$ cat src/rtl/seq_divider.sv
// seq_divider: restoring unsigned divider, one quotient bit per clock,
// start/ready handshake in, one-cycle done pulse out.
module seq_divider #(
  parameter int WIDTH = 8
) (
  input  logic             clk,
  input  logic             reset,
  input  logic             start,
  input  logic [WIDTH-1:0] a_in,
  input  logic [WIDTH-1:0] b_in,
  output logic             ready,
  output logic             done,
  output logic [WIDTH-1:0] q_out,
  output logic [WIDTH-1:0] r_out,
  output logic             div_by_zero
);

  localparam int CW = $clog2(WIDTH + 1);

  typedef enum logic [1:0] {
    IDLE = 2'd0,
    OP   = 2'd1,
    DONE = 2'd2
  } state_t;

  state_t           state_q, state_d;
  logic             done_q, done_d;
  logic [WIDTH-1:0] q_out_q, q_out_d;
  logic [WIDTH-1:0] r_out_q, r_out_d;
  logic             dbz_q, dbz_d;
  // Divide-by-zero result still to be published from DONE.
  logic             zpend_q, zpend_d;

  logic [WIDTH:0]   rem_q, rem_d;
  logic [WIDTH-1:0] quo_q, quo_d;
  logic [WIDTH-1:0] div_q, div_d;
  logic [CW-1:0]    cnt_q, cnt_d;

  logic [WIDTH:0]   shifted_rem;
  logic [WIDTH:0]   trial;

  assign ready       = (state_q == IDLE);
  assign done        = done_q;
  assign q_out       = q_out_q;
  assign r_out       = r_out_q;
  assign div_by_zero = dbz_q;

  // Next-state, datapath iteration and result capture.
  always_comb begin
    state_d = state_q;
    done_d  = 1'b0;
    q_out_d = q_out_q;
    r_out_d = r_out_q;
    dbz_d   = dbz_q;
    zpend_d = zpend_q;
    rem_d   = rem_q;
    quo_d   = quo_q;
    div_d   = div_q;
    cnt_d   = cnt_q;

    shifted_rem = {rem_q[WIDTH-1:0], quo_q[WIDTH-1]};
    trial       = shifted_rem - {1'b0, div_q};

    unique case (state_q)
      IDLE: begin
        zpend_d = 1'b0;
        if (start) begin
          rem_d = '0;
          quo_d = a_in;
          div_d = b_in;
          cnt_d = CW'(WIDTH);
          if (b_in == '0) begin
            // Zero divisor skips the iteration; DONE publishes it one edge later.
            zpend_d = 1'b1;
            state_d = DONE;
          end else begin
            state_d = OP;
          end
        end
      end
      OP: begin
        if (!trial[WIDTH]) begin
          rem_d = trial;
          quo_d = {quo_q[WIDTH-2:0], 1'b1};
        end else begin
          rem_d = shifted_rem;
          quo_d = {quo_q[WIDTH-2:0], 1'b0};
        end
        cnt_d = cnt_q - CW'(1);
        if (cnt_q == CW'(1)) begin
          q_out_d = quo_d;
          r_out_d = rem_d[WIDTH-1:0];
          dbz_d   = 1'b0;
          done_d  = 1'b1;
          state_d = DONE;
        end
      end
      DONE: begin
        if (zpend_q) begin
          // quo still holds the sampled dividend on this path.
          q_out_d = '1;
          r_out_d = quo_q;
          dbz_d   = 1'b1;
          done_d  = 1'b1;
          zpend_d = 1'b0;
        end else begin
          state_d = IDLE;
        end
      end
      default: state_d = IDLE;
    endcase
  end

  // Control and result registers; reset clears them.
  always_ff @(posedge clk) begin
    if (reset) begin
      state_q <= IDLE;
      done_q  <= 1'b0;
      q_out_q <= '0;
      r_out_q <= '0;
      dbz_q   <= 1'b0;
      zpend_q <= 1'b0;
    end else begin
      state_q <= state_d;
      done_q  <= done_d;
      q_out_q <= q_out_d;
      r_out_q <= r_out_d;
      dbz_q   <= dbz_d;
      zpend_q <= zpend_d;
    end
  end

  // Working registers; only meaningful while busy, so never reset.
  always_ff @(posedge clk) begin
    rem_q <= rem_d;
    quo_q <= quo_d;
    div_q <= div_d;
    cnt_q <= cnt_d;
  end

endmodule
$ cat config.mk
export PLATFORM = sky130hd
export DESIGN_NAME = seq_divider
export DESIGN_NICKNAME = d
export VERILOG_FILES = /design/src/rtl/seq_divider.sv
export SDC_FILE = /design/constraint.sdc
export NUM_CORES = 1
export LEC_CHECK = 0
export BUFFER_PORTS_ARGS = -buffer_cell sky130_fd_sc_hd__buf_2
export CAP_MARGIN = 10
export CORE_ASPECT_RATIO = 1.1
export CORE_MARGIN = 3
export CORE_UTILIZATION = 30
export DETAILED_ROUTE_END_ITERATION = 8
export GPL_TIMING_DRIVEN = 0
export PLACE_DENSITY = 0.56
export SYNTH_ARGS = -nofsm -noshare
export SYNTH_HDL_FRONTEND = slang
export SYNTH_SLANG_ARGS = --single-unit
$ cat constraint.sdc
create_clock -name clk -period 6.6 [get_ports clk]
set_input_delay 1.32 -clock clk [delete_from_list [all_inputs] [get_ports clk]]
set_output_delay 1.32 -clock clk [all_outputs]
set_load 0.005 [all_outputs]
==> summary.txt <==
Synth
  • Number of synthesized flops with an enable pin: 28
  • Sequential cell area fraction in the yosys report: around 47%
  • Cells after Synth: around 260
  • Mapped Area: between 2000 and 3000 sq um
  • Asr flop ratio synth: 0%
  • Flops & latches, synth: between 40 and 50
  • Net Count, Synth: between 200 and 300
  • Syn Area/Cell: roughly 10 sq um
  • Yosys warning count: 0
  • Top_reg_cell synth: edfxtp_1
  • Netlist cell types: 61

Floorplanning
  • Die Height: 105 um
  • Row Count: 35
  • DIE WIDTH: between 90 and 100 um
  • Core area: around 8500 sq um
  • I/O pin cnt: 38
  • Die ar.: roughly 10000 sq um
  • Starting Density: around a third

Setup path
  • CP max stage delay: a little over 700 ps
  • Critical path capture point type: flop
  • Critical Path Fanout Max: 20
  • Worst path cell trace: buf_2, and2_1, a21o_1
  • Worst reg2reg path startpoint: state_q[1]$_SDFFE_PP0P_
  • CP top delay family: compound AO/OA/AOI/OAI gates
  • Crit Path Class: input port to flop
  • Worst Setup SP: start
  • Critical-path top delay cell: a21o_1
  • Req. time, crit path: between 6000 and 7000 ps
  • CP bufs+invs: 1
  • Startpoint Class: input port
  • Flop2flop setup slack: around 4100 ps
  • Crit path DAT: approximately 2500 ps

STA
  • Fmax: ~390 MHz
  • Final hold vios: 0
  • Final Setup Violations: 0
  • RSZ-0062 raised after global routing: no
  • Final-report max-slew violation count: 0
  • Final setup skew: around 11 ps
  • Smallest hold slack: roughly 500 ps
  • Worst Tran Pin Value: between 800 and 900 ps
  • Slew headroom: 41.7%
  • Setup TNS: 0 ps
  • Min cycle time layout: 2580 ps
  • Fin crit share: ~39%

GRT
  • Number of global-route vias before repair: about 2100
  • Total congestion overflow: 0
  • First-pass GRT wire length: roughly 10000 um
  • Antenna violations before repair: 0
  • Largest net degree at the start of global routing: 21
  • Tot GR Track Use: a little over an eighth

Job
  • Max-capacitance violation count: 0

Power and ir drop
  • Pwr per Cell Area: between 500 and 600 nW/um^2
  • Maximum vdd ir drop: a little under 0.2 mV
  • Lkg Pwr: between 1 and 1.5 nW

Finish
  • Commonest non-fill, non-tap cell in the layout: buf_2
  • Area Overhead vs Synth: 17.0%
  • Fillers: roughly 850
  • Area of the multi-input gates: 1310 sq um
  • Share of layout cells above drive strength 1: between 20% and 30%
  • Antenna cells: 0
  • Highest-count cells in the layout ignoring fill and taps: 39 x buf_2, 28 x nor2_1, 28 x edfxtp_1
  • Register area: about 1300 sq um
  • Final #Nets: 336

Clock network
  • CTS tree: done
  • Post-CTS sizing: 0
  • H-Tree Depth: 2
  • Post-CTS setup buffers: 0
  • Root Buffer Master: clkbuf_8
  • Max Buffers Root-to-Sink: 2
  • CTS Hold Bufs: 0
  • Clock latency on the worst-skew pair: 300 ps
  • TritonCTS Buffers: 5
  • Num Clock Sinks: a little under 50
  • Reg clk slew, reported paths: roughly 90 ps

Detailed routing
  • Routed vias/inst: around 4.9
  • First DRT Iteration DRCs: 92
  • Post-Route WL: ~6300 um
  • DR vias: 2035
  • Routed len/inst: roughly 15 um
  • DRC Markers: 0
  • 1st-pass router iterations: 4
  • Post-DRT Antenna Nets: 0

Place
  • Post-DP HPWL: between 4000 and 5000 um
  • Routability cong.: between 0.7 and 0.8
  • Port bufs: 37

Outcome
  • Run status: complete, no violations

Min path
  • Hold Crit Start: state_q[0]$_SDFFE_PP0P_
  • Type of the most critical hold path: flop to flop
==> state kept, by name (all words and copies together), names as in the netlist <==
| name | count |
|---|---|
| div_q | 8 |
| q_out | 8 |
| quo_q | 8 |
| r_out | 8 |
| rem_q | 8 |
| cnt_q | 4 |
| state_q | 2 |
| div_by_zero | 1 |
| done | 1 |
| zpend_q | 1 |
==> power by group <==
| part | total (W) | leakage (nW) | switching, W | internal (W) |
|---|---|---|---|---|
| registers | 0.000554 | 0.441 | 0.0000777 | 0.000476 |
| clock network | 0.000241 | 0.0669 | 0.000104 | 0.000137 |
| logic | 0.000943 | 0.750 | 0.000568 | 0.000375 |
| total | 0.00174 | 1.26 | 0.000750 | 0.000988 |
==> through the flow <==
step	util [%]	cell area, sq um	instances	total power (W)	worst slack, ps
after floorplan	-	2680	259	0.00125	4100
after CTS	36.7	3140	415	0.00176	3970
final	36.7	3140	415	0.00174	4020
after detailed placement	35.2	3010	407	0.00150	3650
after global routing	36.7	3140	415	0.00189	3820
after global placement	35.2	3010	407	0.00150	3680
==> kinds of logic (layout without fill, tap and decap cells) <==
group	Yosys count	after routing	share of synthesized area, %
AND/OR/NAND/NOR	80	80	15.9
AO/OA/AOI/OAI	75	75	21.0
flip-flops	49	49	47.0
buffers and inverters	28	73	4.15
adder cells (fa/ha/maj)	14	14	6.81
multiplexers	9	9	3.73
XOR/XNOR	4	4	1.31
==> routing by layer <==
metal / GRT usage, % / part of all wire, % / vias up
met1: 17.3 / 48 / 960
met4: 2.74 / 0.54 / 0
met3: 2.45 / 2.6 / 2
met2: 22.6 / 49 / 30
met5: 0 / 0 / -
li1: - / - / 1043
==> worst min-delay path, delay by kind of cell (launching register included) <==
| kind | cells | cell delay (ps) |
|---|---|---|
| AND/OR/NAND/NOR | 1 | 70 |
| AO/OA/AOI/OAI | 1 | 50 |
| flip-flops | 1 | 340 |
==> final cells by class <==
class	instances	area share [%]
clock inverter	2	1.24
timing repair buffer	37	5.90
clock buffer	6	2.99
buffer	9	1.28
sequential	49	40.2
tap	111	4.43
inverter	19	2.27
multi-input combinational	182	41.7
==> synthesized netlist by cell type, drive strengths merged (3+ instances only) <==
| cell type | n | share of area [%] |
|---|---|---|
| a211oi | 9 | 3.1 |
| dfxtp | 21 | 16 |
| xnor2 | 4 | 1.3 |
| ha | 13 | 6.1 |
| nor3b | 3 | 0.84 |
| o21a | 5 | 2.0 |
| o21ai | 9 | 1.8 |
| a21o | 5 | 1.4 |
| a21oi | 21 | 4.2 |
| edfxtp | 28 | 31 |
| clkbuf | 5 | 0.70 |
| a21boi | 3 | 0.84 |
| inv | 19 | 2.7 |
| a2111oi | 3 | 1.7 |
| nand2b | 5 | 1.2 |
| nor3 | 9 | 2.4 |
| or2 | 3 | 0.79 |
| nand2 | 13 | 1.9 |
| nor2 | 29 | 4.2 |
| mux2 | 8 | 3.4 |
| buf | 4 | 0.79 |
| o22ai | 9 | 2.1 |
==> worst paths after layout <==
path | endpoint | cells past startpoint
worst max-delay path | cnt_q[3]$_SDFFCE_PN1P_ | 3
worst min-delay path | state_q[0]$_SDFFE_PP0P_ | 2
worst max register to register | cnt_q[3]$_SDFFCE_PN1P_ | 5
worst min register to register | state_q[0]$_SDFFE_PP0P_ | 2
(Power assumes the default switching activity.)
